[config.mk]
export PLATFORM = sky130hd
export DESIGN_NAME = mux_display_scanner
export DESIGN_NICKNAME = d
export VERILOG_FILES = /design/src/rtl/mux_display_pkg.sv /design/src/rtl/seven_seg_decoder.sv /design/src/rtl/mux_display_scanner.sv
export SDC_FILE = /design/constraint.sdc
export NUM_CORES = 1
export LEC_CHECK = 0
export BUFFER_PORTS_ARGS = -buffer_cell sky130_fd_sc_hd__buf_2
export CAP_MARGIN = 20
export CORE_MARGIN = 5
export CORE_UTILIZATION = 33
export DETAILED_ROUTE_END_ITERATION = 10
export RECOVER_POWER = 25
export REMOVE_ABC_BUFFERS = 1
export SLEW_MARGIN = 20
export SYNTH_ARGS = -nofsm -noshare
export SYNTH_HDL_FRONTEND = slang
export SYNTH_HIERARCHICAL = 1
export SYNTH_SLANG_ARGS = --single-unit
export TNS_END_PERCENT = 10
[constraint.sdc]
create_clock -name clock_in -period 6.2 [get_ports clock_in]
set_input_delay 1.24 -clock clock_in [delete_from_list [all_inputs] [get_ports clock_in]]
set_output_delay 1.24 -clock clock_in [all_outputs]
set_load 0.01 [all_outputs]
[src/rtl/mux_display_pkg.sv]
// Shared types and constants for the multiplexed 7-segment scanner.
// Segment table is active-high, bit order {g,f,e,d,c,b,a}.
package mux_display_pkg;

  typedef enum logic [1:0] {
    IDLE,
    BLANK,
    DRIVE
  } state_t;

  localparam int DEF_NUM_DIGITS    = 4;
  localparam int DEF_BLANK_TICKS   = 1;
  localparam int DEF_DRIVE_TICKS   = 4;
  localparam int DEF_ANODE_ACT_LOW = 1;
  localparam int DEF_SEG_ACT_LOW   = 1;

  // Entry 15 first: packed concat puts index 0 at the LSB end.
  localparam logic [15:0][6:0] SEG_LUT = {
    7'h71, 7'h79, 7'h5E, 7'h39,
    7'h7C, 7'h77, 7'h6F, 7'h7F,
    7'h07, 7'h7D, 7'h6D, 7'h66,
    7'h4F, 7'h5B, 7'h06, 7'h3F
  };

endpackage

[src/rtl/seven_seg_decoder.sv]
// Nibble to hex glyph, with blanking and output polarity applied here.
// Purely combinational; the scanner registers the result.
module seven_seg_decoder
  import mux_display_pkg::*;
#(
  parameter bit ACT_LOW = 1'b1
) (
  input  logic [3:0] i_nibble,
  input  logic       i_blank,
  output logic [6:0] o_seg
);

  logic [6:0] w_hi;

  assign w_hi  = i_blank ? 7'h00 : SEG_LUT[i_nibble];
  assign o_seg = ACT_LOW ? ~w_hi : w_hi;

endmodule

[src/rtl/mux_display_scanner.sv]
// Time-multiplexed 7-segment scanner with blanking dead-time per digit.
// Optional LEADING_ZERO_BLANK_EN suppresses leading zero digits.
module mux_display_scanner
  import mux_display_pkg::*;
#(
  parameter int NUM_DIGITS    = DEF_NUM_DIGITS,
  parameter int BLANK_TICKS   = DEF_BLANK_TICKS,
  parameter int DRIVE_TICKS   = DEF_DRIVE_TICKS,
  parameter int ANODE_ACT_LOW = DEF_ANODE_ACT_LOW,
  parameter int SEG_ACT_LOW   = DEF_SEG_ACT_LOW
) (
  input  logic                    clock_in,
  input  logic                    reset_n,
  input  logic                    scan_tick,
  input  logic                    enable,
  input  logic [4*NUM_DIGITS-1:0] value_in,
  input  logic [NUM_DIGITS-1:0]   dp_in,
  output logic [NUM_DIGITS-1:0]   anode_out,
  output logic [6:0]              seg_out,
  output logic                    dp_out,
  output logic                    frame_done
);

  localparam int MAXT = (BLANK_TICKS > DRIVE_TICKS) ?
                        BLANK_TICKS : DRIVE_TICKS;
  localparam int CW = $clog2(MAXT + 1);
  localparam int IW = (NUM_DIGITS > 1) ?
                      $clog2(NUM_DIGITS) : 1;

  localparam logic [CW-1:0] BLANK_LAST = CW'(BLANK_TICKS - 1);
  localparam logic [CW-1:0] DRIVE_LAST = CW'(DRIVE_TICKS - 1);
  localparam logic [IW-1:0] IDX_LAST   = IW'(NUM_DIGITS - 1);

  localparam logic [NUM_DIGITS-1:0] AN_OFF =
    {NUM_DIGITS{(ANODE_ACT_LOW != 0)}};
  localparam logic [NUM_DIGITS-1:0] AN_ONE = NUM_DIGITS'(1);
  localparam logic [6:0] SEG_OFF = {7{(SEG_ACT_LOW != 0)}};
  localparam logic       DP_OFF  = (SEG_ACT_LOW != 0);

  state_t                       r_state;
  logic [IW-1:0]                r_idx;
  logic [CW-1:0]                r_cnt;
  logic [NUM_DIGITS-1:0][3:0]   r_val;
  logic [NUM_DIGITS-1:0]        r_dp;

  logic                         w_blank;
  logic                         w_dp_bit;
  logic [NUM_DIGITS-1:0]        w_anode;
  logic [6:0]                   w_seg;
  logic                         w_dp;

`ifdef LEADING_ZERO_BLANK_EN
  logic [NUM_DIGITS-1:0] w_lz;

  // Digit i is a leading zero when it and every higher digit are 0.
  always_comb begin : lz_scan
    logic run;
    run  = 1'b1;
    w_lz = '0;
    for (int i = NUM_DIGITS - 1; i > 0; i--) begin
      run     = run & (r_val[i] == 4'h0);
      w_lz[i] = run;
    end
  end

  assign w_blank = w_lz[r_idx];
`else
  assign w_blank = 1'b0;
`endif

  assign w_dp_bit = r_dp[r_idx];
  assign w_dp     = DP_OFF ^ w_dp_bit;
  assign w_anode  = (w_blank && !w_dp_bit) ? AN_OFF :
                    (AN_OFF ^ (AN_ONE << r_idx));

  seven_seg_decoder #(
    .ACT_LOW (SEG_ACT_LOW != 0)
  ) u_dec (
    .i_nibble (r_val[r_idx]),
    .i_blank  (w_blank),
    .o_seg    (w_seg)
  );

  always_ff @(posedge clock_in or negedge reset_n) begin
    if (!reset_n) begin
      r_state    <= IDLE;
      r_idx      <= '0;
      r_cnt      <= '0;
      r_val      <= '0;
      r_dp       <= '0;
      anode_out  <= AN_OFF;
      seg_out    <= SEG_OFF;
      dp_out     <= DP_OFF;
      frame_done <= 1'b0;
    end else begin
      frame_done <= 1'b0;
      if (!enable) begin
        r_state   <= IDLE;
        r_idx     <= '0;
        r_cnt     <= '0;
        anode_out <= AN_OFF;
        seg_out   <= SEG_OFF;
        dp_out    <= DP_OFF;
      end else begin
        unique case (r_state)
          IDLE: begin
            r_state <= BLANK;
            r_idx   <= '0;
            r_cnt   <= '0;
            r_val   <= value_in;
            r_dp    <= dp_in;
          end
          BLANK: begin
            if (scan_tick) begin
              if (r_cnt == BLANK_LAST) begin
                r_state   <= DRIVE;
                r_cnt     <= '0;
                anode_out <= w_anode;
                seg_out   <= w_seg;
                dp_out    <= w_dp;
              end else begin
                r_cnt <= r_cnt + 1'b1;
              end
            end
          end
          DRIVE: begin
            if (scan_tick) begin
              if (r_cnt == DRIVE_LAST) begin
                r_state   <= BLANK;
                r_cnt     <= '0;
                anode_out <= AN_OFF;
                seg_out   <= SEG_OFF;
                dp_out    <= DP_OFF;
                // New frame: value snapshot taken at the wrap.
                if (r_idx == IDX_LAST) begin
                  r_idx      <= '0;
                  frame_done <= 1'b1;
                  r_val      <= value_in;
                  r_dp       <= dp_in;
                end else begin
                  r_idx <= r_idx + 1'b1;
                end
              end else begin
                r_cnt <= r_cnt + 1'b1;
              end
            end
          end
          default: r_state <= IDLE;
        endcase
      end
    end
  end

endmodule

==> results of run 1 <==
-- flip-flops by register name, summed over array words and instances, names as in the netlist --
register and flops:
seg_out 7, r_state 2, r_val 16, r_idx 2
dp_out 1, r_dp 4, frame_done 1, anode_out 4
r_cnt 3
-- final timing paths --
check	startpoint	end	slack, ns
setup reg to reg	r_state[0]	r_val[11]	3.82
hold / removal	r_val[1]	r_val[1]	0.51
max in group clock_in	enable	r_val[11]	3.53
setup / recovery	reset_n	r_dp[2]	3.45
min in group asynchronous	reset_n	r_cnt[1]	1.55
hold reg to reg	r_val[1]	r_val[1]	0.51
-- per-stage QoR --
stage          setup slack [ns]  cells  total power [uW]
3_5_place_dp              3.361    310             877.4
3_3_place_gp              3.181    309             866.4
2_1_floorplan             3.557    177             769.6
4_1_cts                   3.677    318              1101
6_report                  3.449    318              1089
5_1_grt                   3.015    318              1173
-- kinds of logic (layout without fill, tap and decap cells) --
kind of cell | count (synthesis) | in the layout | share of synthesized area (%)
AO/OA/AOI/OAI | 39 | 39 | 13.58
flip-flops | 40 | 40 | 44.27
multiplexers | 30 | 30 | 20.34
other | 1 | 6 | 0.1634
buffers and inverters | 24 | 60 | 5.397
adder cells (fa/ha/maj) | 18 | 18 | 9.815
AND/OR/NAND/NOR | 29 | 29 | 6.435
-- layout make-up --
type	count	area [sq um]
Clock buffer	5	68.82
Clock inverter	3	46.29
Fill cell	662	4120
Inverter	15	56.30
Multi-Input combinational cell	122	1174
Sequential cell	40	1016
Tap cell	96	120.1
Timing Repair Buffer	37	192.7
-- worst register-to-register path, delay by kind of cell (launching register included) --
family | cells | cell delay (ns)
muxes | 1 | 0.30
AOI/OAI and AO/OA | 1 | 0.13
DFF | 1 | 0.42
and+or+nand+nor | 2 | 0.50
buffers and inverters | 2 | 0.42
adders and majority gates | 1 | 0.49
-- report_power, final --
part	switching, uW	internal, uW	leakage (uW)
logic	217	253	0.000671
registers	47.3	352	0.000469
clock network	98.3	121	0.0000548
-- synth_stat cells (2+ instances only) --
library cell,n
mux2_2,2
buf_6,3
o21ai_0,5
a2bb2oi_1,5
nor2_1,5
ha_1,18
dfstp_2,12
nand3_1,3
mux2_4,20
nor2b_1,2
nand2b_1,2
buf_2,2
nor3_1,4
mux4_2,5
inv_1,14
o211ai_1,2
mux2i_1,2
a221o_1,2
nand2_1,7
o21ai_2,2
buf_4,2
dfrtp_1,28
a21oi_1,2
o22a_1,7
-- routing by layer --
metal | track usage (%) | vias to the layer above
li1 | - | 732
met1 | 15.36 | 725
met2 | 16.20 | 31
met3 | 2.172 | 5
met4 | 4.396 | 0
met5 | 0 | -
-- cells in the final DEF (no fill, tap or decap), drive strengths merged, types with 2 or more instances in the layout --
| cell | n |
|---|---|
| nand2b | 2 |
| a21oi | 2 |
| clkbuf | 7 |
| a221o | 2 |
| o21ai | 7 |
| mux2i | 2 |
| ha | 18 |
| nor2b | 3 |
| o22a | 7 |
| dfrtp | 28 |
| inv | 16 |
| dfstp | 12 |
| mux2 | 23 |
| nand2 | 7 |
| nand3 | 3 |
| mux4 | 5 |
| nor2 | 6 |
| o211ai | 2 |
| nor3 | 4 |
| buf | 35 |
| conb | 6 |
| a2bb2oi | 5 |
==> impl_metrics.toml, run 1 <==
[floorplan]
die_y_um = 93.39
die_width_um = 93.39
initial_core_util_pct = 33.78
row_count = 30
io_pins = 37
coreArea_sq_mm = 0.006794
die-area_sq_mm = 0.008722

[finish]
design_area_sq_mm = 0.002674
drive_gt1_share_pct = 39.19
nets = 263
diodes = 0
area_growth_pct = 16.52
final_util_pct = 39.36

[setup_path]
cpPeakStageDelay_ns = 1.48
cp.depth = 1
crit_type = "in2async"
crit_path_cell_trace = "clkbuf_1"
cp_slowest_cell = "clkbuf_1"
crit_path_max_fanout = 40
crit_required_ns = 6.19
crit_family = "buffers and inverters"
crit_path_start_kind = "input port"
endpoint_kind = "async pin"
r2r_cells = 7
critPathBufInv = 1
arrival_ns = 2.74

[clocking]
cts_tree = "yes"
clock-sinks = 40
cts.clk_slew.worst_paths_ns = 0.08
cts_buffers = 5
cts.root.buffer_cell = "clkbuf_8"
post-cts-setup-buffers = 0
clkLatencyLatePin_ns = 0.29
ctsHoldBuffers = 0
cts-htree-levels = 2
cts_resized = 0
clock_path_buffers = 2

[logic_synthesis]
ys_types = 49
netlist_top_cells_area = "dfrtp_1 31%, dfstp_2 14%, mux2_4 13%"
syn_area_per_cell_sq_um = 12.68
async_reset_ff_share_pct = 100.0
synth_top_flop_cell = "dfrtp_1"
ys_seq_area_share_pct = 44.27
synth_top_area_cell = "dfrtp_1"
yosysWarnings = 6
syn_inst = 181
ys_seq_elements = 40
synth_edf_count = 0
netlist.area_leader.share_pct = 30.53
syn_area_sq_mm = 0.002295

[flow_run]
cap_violations = 1

[global_routing]
grt_pass1_vias = 1514
grt_max_degree = 41
antenna_found_initial = 0
grt_pass1_wl_mm = 7.424
grt-ovfl-total = 0
grt_use_total_pct = 10.86

[route]
final_antenna_net_count = 0
wl_met2_mm = 1.980
wl_mm = 4.374
drc = 0
route.met3.wl_um = 180
drtIter0Drc = 125
dr.pass1.iters = 4
dr.max_layer_used = "met4"
vias = 1493
routed_via_density = 4.695
detail_route.wl_per_cell_um = 13.75
wl_met1_mm = 2.153

[placed_design]
dpl_cell_area_sq_mm = 0.002561
dpl.hpwl_mm = 3.209
io_buffers = 36
place.gp.congestion = 0.8089

[timing]
grt_setup_unrepaired = "no"
min_period_ns = 2.751
maxSlewViolCount = 41
worst_slew_pin_slew_ns = 2.108
max_freq_mhz = 363.5
setup_violations = 0
clock_skew_ns = 0.005021
fin_tns_setup_ns = 0
min_period_over_period_pct = 44.37
hold_slack_ns = 0.5085
maxSlewHeadroom_pct = -40.55
hold_viol_final = 0

[hold_path]
hold_depth = 1
hp-class = "reg2reg"

[power]
powerDensity_mw_per_mm2 = 407.2
p_leak_uw = 0.001195
peakVddDrop_mv = 0.1798

[outcome]
violations = "max-capacitance violations, max-slew violations"
status = "finished with violations"
Note: power is estimated with default switching activity, not from simulation.
==> run 2: changes to the inputs <==
--- a/config.mk
+++ b/config.mk
@@ -5,6 +5,7 @@
 export SDC_FILE = /design/constraint.sdc
 export NUM_CORES = 1
 export LEC_CHECK = 0
+export ABC_AREA = 1
 export BUFFER_PORTS_ARGS = -buffer_cell sky130_fd_sc_hd__buf_2
 export CAP_MARGIN = 20
 export CORE_MARGIN = 5
==> constraint.sdc (replaced) <==
create_clock -name clock_in -period 2.8 [get_ports clock_in]
set_input_delay 0.56 -clock clock_in [delete_from_list [all_inputs] [get_ports clock_in]]
set_output_delay 0.56 -clock clock_in [all_outputs]
set_load 0.01 [all_outputs]
==> run 2 against run 1 <==
The flow still finishes with violations (max-capacitance violations, max-slew violations). Clock skew about the same. Core utilization down 1.0 points. Clock power up 86%. Register-to-register slack worse by 3.4 ns. Routed wire length up 18%. Power rose to 2.7 times the previous value. Sequential share of layout area down 1.3 points. Sequential power rose to 2.6 times the previous value. Largest cell class unchanged.
==> impl_metrics.toml, run 2 <==
[floorplan]
row_count = 31
io_pins = 37
die_y_um = 96.03
initial_core_util_pct = 33.85
die_width_um = 96.03
die-area_sq_mm = 0.009222
coreArea_sq_mm = 0.007214

[route]
drtIter0Drc = 99
final_antenna_net_count = 0
routed_via_density = 4.474
vias = 2031
detail_route.wl_per_cell_um = 11.36
drc = 0
wl_mm = 5.156
dr.pass1.iters = 4

[clocking]
post-cts-setup-buffers = 0
cts.root.buffer_cell = "clkbuf_8"
cts-htree-levels = 2
clkLatencyLatePin_ns = 0.29
cts_buffers = 5
clock-sinks = 40
clock_path_buffers = 2
cts_resized = 0
cts_tree = "yes"
ctsHoldBuffers = 0
cts.clk_slew.worst_paths_ns = 0.08

[logic_synthesis]
ys_seq_area_share_pct = 41.60
ys_seq_elements = 40
syn_inst = 321
syn_area_sq_mm = 0.002442
synth_top_flop_cell = "dfrtp_1"
netlist.area_leader.share_pct = 28.69
synth_edf_count = 0
netlist_top_cells_area = "dfrtp_1 29%, nand2_1 20%, dfstp_2 13%"
ys_types = 27
syn_area_per_cell_sq_um = 7.609
yosysWarnings = 6
synth_top_area_cell = "dfrtp_1"
yosysMostFrequentCell = "nand2_1"
async_reset_ff_share_pct = 100.0
synth_commonest_cells = "128 x nand2_1, 35 x nand3_1, 28 x dfrtp_1"

[timing]
max_freq_mhz = 422.0
fin_tns_setup_ns = 0
grt_setup_unrepaired = "no"
min_period_over_period_pct = 84.64
hold_viol_final = 0
maxSlewViolCount = 41
min_period_ns = 2.370
hold_slack_ns = 0.4543
worst_slack_ns = 0.4300
worst_slew_pin_slew_ns = 2.178
maxSlewHeadroom_pct = -45.18
setup_violations = 0
clock_skew_ns = 0.005141

[setup_path]
arrival_ns = 2.59
r2r_cells = 14
endpoint_kind = "flop"
crit_type = "reg2reg"
crit_path_max_fanout = 14
reg2reg_to = "seg_out[3]"
crit_path_start_kind = "flop"
crit_required_ns = 3.02
cpPeakStageDelay_ns = 0.53
r2r_slack_ns = 0.43
timing.rr.start = "r_idx[0]"
crit_path_cell_trace = "inv_1, o21ai_0, o22ai_1, inv_1, ha_1, inv_1, nand2_1, nand2_1, nand2_1, nand3_1, nor2_1, nand2_1, nand2_1, nand2_1"
cp_slowest_cell = "dfrtp_1"
crit_top_cell = "nand2_1"

[finish]
layout_commonest_cell = "nand2_1"
diodes = 0
fillers = 814
area_growth_pct = 13.22
top_register = "r_val"
reg_top3 = "r_val: 16 flops, seg_out: 7 flops"
nets = 396
final_cell_mix = "128 x nand2_1, 35 x nand3_1, 35 x buf_2"
largest_register_ffs = 16
drive_gt1_share_pct = 20.00
instances_no_fill = 454
final_util_pct = 38.33

[placed_design]
placedCellCount = 446
place_ws_ns = 0.4270
dpl.hpwl_mm = 3.781
io_buffers = 36
place.gp.congestion = 0.8760

[power]
p_leak_uw = 0.001450
powerDensity_mw_per_mm2 = 1048
peakVddDrop_mv = 0.3352

[hold_path]
min_from = "value_in[2]"
hp-class = "in2reg"
hold_depth = 3
holdPathEnd = "r_val[2]"

[global_routing]
grt_use_total_pct = 12.09
grt-ovfl-total = 0
grt_max_degree = 41
grt_pass1_vias = 1910
antenna_found_initial = 0
grt_pass1_wl_mm = 8.894

[flow_run]
cap_violations = 1

[outcome]
status = "finished with violations"
violations = "max-capacitance violations, max-slew violations"
## run 2: power breakdown
group | internal [uW] | switching (uW)
sequential | 884 | 145
clock | 200 | 211
combinational | 527 | 933
## run 2: metrics by stage
| stage | total power [uW] | instance area [sq um] |
|---|---|---|
| floorplan | 2085 | 2350 |
| global placement | 2484 | 2669 |
| detailed placement | 2511 | 2669 |
| CTS | 2939 | 2766 |
| global route | 3226 | 2765 |
| finish | 2898 | 2765 |
## run 2: how the worst max path moves through the flow
stage / startpoint / slack (ns) / cells past startpoint / end
floorplan: r_idx[0] / 0.74 / 14 / seg_out[3]
global placement: r_idx[0] / 0.54 / 14 / seg_out[3]
detailed placement: r_idx[0] / 0.43 / 14 / seg_out[3]
CTS: r_idx[0] / 0.41 / 14 / seg_out[3]
global route: r_idx[0] / 0.10 / 14 / seg_out[3]
finish: r_idx[0] / 0.43 / 14 / seg_out[3]
## run 2: cells by family after synthesis
| logic type | synth area share [%] |
|---|---|
| simple gates | 34.84 |
| flops | 41.60 |
| other cells | 0.1535 |
| compound gates | 5.942 |
| fa+ha+maj | 9.221 |
| buf+inv | 8.247 |
## run 2: routing by layer
| layer | wire length [um] | vias to the layer above | global-route usage (%) |
|---|---|---|---|
| li1 | - | 1071 | - |
| met1 | 2601 | 905 | 17.49 |
| met2 | 2223 | 51 | 17.88 |
| met3 | 293 | 4 | 3.362 |
| met4 | 38 | 0 | 2.607 |
| met5 | 0 | - | 0 |
## run 2: cell type report
type	count	area, sq um	area share (%)
Inverter	29	108.9	3.937
Tap cell	99	123.9	4.480
Sequential cell	40	1016	36.74
Timing Repair Buffer	38	193.9	7.014
Clock inverter	2	15.01	0.5430
Clock buffer	6	82.58	2.986
Multi-Input combinational cell	240	1225	44.30
## run 2: critical path, delay by kind of cell, from the launching register on
| family | cells | cell delay, ns |
|---|---|---|
| AO/OA/AOI/OAI | 2 | 0.45 |
| adder cells (fa/ha/maj) | 1 | 0.33 |
| buffers and inverters | 3 | 0.54 |
| flip-flops | 1 | 0.53 |
| AND/OR/NAND/NOR | 8 | 0.46 |
==> run 3: changes to the inputs <==
--- a/config.mk
+++ b/config.mk
@@ -5,7 +5,7 @@
 export SDC_FILE = /design/constraint.sdc
 export NUM_CORES = 1
 export LEC_CHECK = 0
-export ABC_AREA = 1
+export ABC_AREA = 0
 export BUFFER_PORTS_ARGS = -buffer_cell sky130_fd_sc_hd__buf_2
 export CAP_MARGIN = 20
 export CORE_MARGIN = 5
==> constraint.sdc (replaced) <==
create_clock -name clock_in -period 2.4 [get_ports clock_in]
set_input_delay 0.48 -clock clock_in [delete_from_list [all_inputs] [get_ports clock_in]]
set_output_delay 0.48 -clock clock_in [all_outputs]
set_load 0.01 [all_outputs]
==> run 3 against run 2 <==
Setup slack got worse by 0.20 ns. The flow still finishes with violations (max-capacitance violations, max-slew violations). Clock-buffer cell count decreased by 1. Critical endpoint is now seg_out[2]. Design area shrank 2.0%. Sequential cell count stayed put. Register-to-register slack got worse by 0.20 ns.
==> impl_metrics.toml, run 3 (same netlist as run 1, synthesis figures left out) <==
[timing]
worst_slew_pin_slew_ns = 1.970
maxSlewViolCount = 38
min_period_ns = 2.166
clock_skew_ns = 0.008928
hold_viol_final = 0
setup_violations = 0
max_freq_mhz = 461.6
grt_setup_unrepaired = "no"
min_period_over_period_pct = 90.26
worst_slack_ns = 0.2338
maxSlewHeadroom_pct = -31.34
fin_tns_setup_ns = 0

[finish]
reg_top3 = "r_val: 16 flops, seg_out: 7 flops"
nets = 267
largest_register_ffs = 16
layout_commonest_cell = "buf_2"
diodes = 0
area_growth_pct = 18.10
drive_gt1_share_pct = 40.71
final_cell_mix = "35 x buf_2, 28 x dfrtp_1, 20 x mux2_4"
top_register = "r_val"

[flow_run]
cap_violations = 1

[placed_design]
place.gp.congestion = 0.7520
io_buffers = 36
place_ws_ns = 0.2338
dpl.hpwl_mm = 3.289

[power]
p_leak_uw = 0.001220
powerDensity_mw_per_mm2 = 1054
peakVddDrop_mv = 0.4501

[route]
detail_route.wl_per_cell_um = 13.84
final_antenna_net_count = 0
drtIter0Drc = 43
vias = 1496
wl_mm = 4.456
dr.pass1.iters = 4
drc = 0
routed_via_density = 4.646

[clocking]
ctsHoldBuffers = 0
clock_path_buffers = 2
cts-htree-levels = 2
cts_resized = 0
clkLatencyLatePin_ns = 0.29
cts.clk_slew.worst_paths_ns = 0.09
cts_buffers = 5
post-cts-setup-buffers = 0
clock-sinks = 40
cts.root.buffer_cell = "clkbuf_8"
cts_tree = "yes"

[hold_path]
holdPathEnd = "r_val[4]"
min_from = "value_in[4]"
hp-class = "in2reg"
hold_depth = 2

[setup_path]
timing.rr.start = "r_idx[0]"
crit_path_max_fanout = 5
endpoint_kind = "flop"
r2r_cells = 6
crit_path_start_kind = "flop"
reg2reg_to = "seg_out[2]"
arrival_ns = 2.39
crit_type = "reg2reg"
r2r_slack_ns = 0.23
crit_required_ns = 2.62

[floorplan]
coreArea_sq_mm = 0.006794
die_y_um = 93.39
initial_core_util_pct = 33.78
die-area_sq_mm = 0.008722
row_count = 30
die_width_um = 93.39
io_pins = 37

[global_routing]
grt_pass1_wl_mm = 7.679
grt_pass1_vias = 1566
grt_max_degree = 38
grt-ovfl-total = 0
grt_use_total_pct = 10.96
antenna_found_initial = 0

[outcome]
status = "finished with violations"
violations = "max-capacitance violations, max-slew violations"
==> run 3: cell types whose count changed in the layout (fill, tap and decap cells not counted), moves of 4 or more <==
cell	previous run	this run
mux4_2	0	5
a2bb2oi_1	0	5
mux2_4	0	20
inv_1	25	14
conb_1	1	6
nand2_2	4	0
nand3_1	35	3
nand2_1	128	7
nor2_1	19	5
o21ai_0	17	5
o22a_1	0	7
==> run 3: cell type report <==
type / count / area, sq um
clock buffers: 5 / 68.82
clock inverters: 3 / 46.29
fillers: 664 / 4084
inverters: 15 / 56.30
multi-input cells: 122 / 1174
flip-flops and latches: 40 / 1016
well taps: 96 / 120.1
repair buffers: 41 / 229.0
==> run 3: worst max-delay path by stage <==
stage,from,to
CTS,r_idx[0],seg_out[6]
finish,r_idx[0],seg_out[2]
global route,reset_n,frame_done
global placement,r_idx[0],seg_out[2]
floorplan,r_state[0],r_dp[0]
detailed placement,r_idx[0],seg_out[6]
==> run 3: critical path, cell delays in order, from the launching register on <==
cell and delay, ns:
dfrtp_1 0.50, mux4_2 0.61, inv_1 0.15, ha_1 0.27, nor2b_2 0.07, a221o_1 0.34
o22a_1 0.15
==> run 3: where the power goes <==
group,internal [uW],leakage [uW],switching (uW),total (uW)
combinational,674,0.000696,560,1230
sequential,910,0.000469,139,1050
clock,313,0.0000548,260,573
==> run 3: metal layers <==
metal | track usage (%) | share of wire [%]
met1 | 15.84 | 50
met4 | 3.297 | 1.2
met2 | 16.38 | 45
met3 | 2.333 | 3.9
met5 | 0 | 0
==> run 3: through the flow <==
stage	util, %	power (uW)	hold slack, ns	instances	area [sq um]
after detailed placement	38.21	2305	0.4983	314	2596
after floorplan	-	1988	0.1844	177	2246
final	39.89	2856	0.4080	322	2710
after global routing	39.89	3042	0.3990	322	2710
after CTS	39.91	2890	0.3104	322	2711
after global placement	38.21	2292	0.4954	314	2596
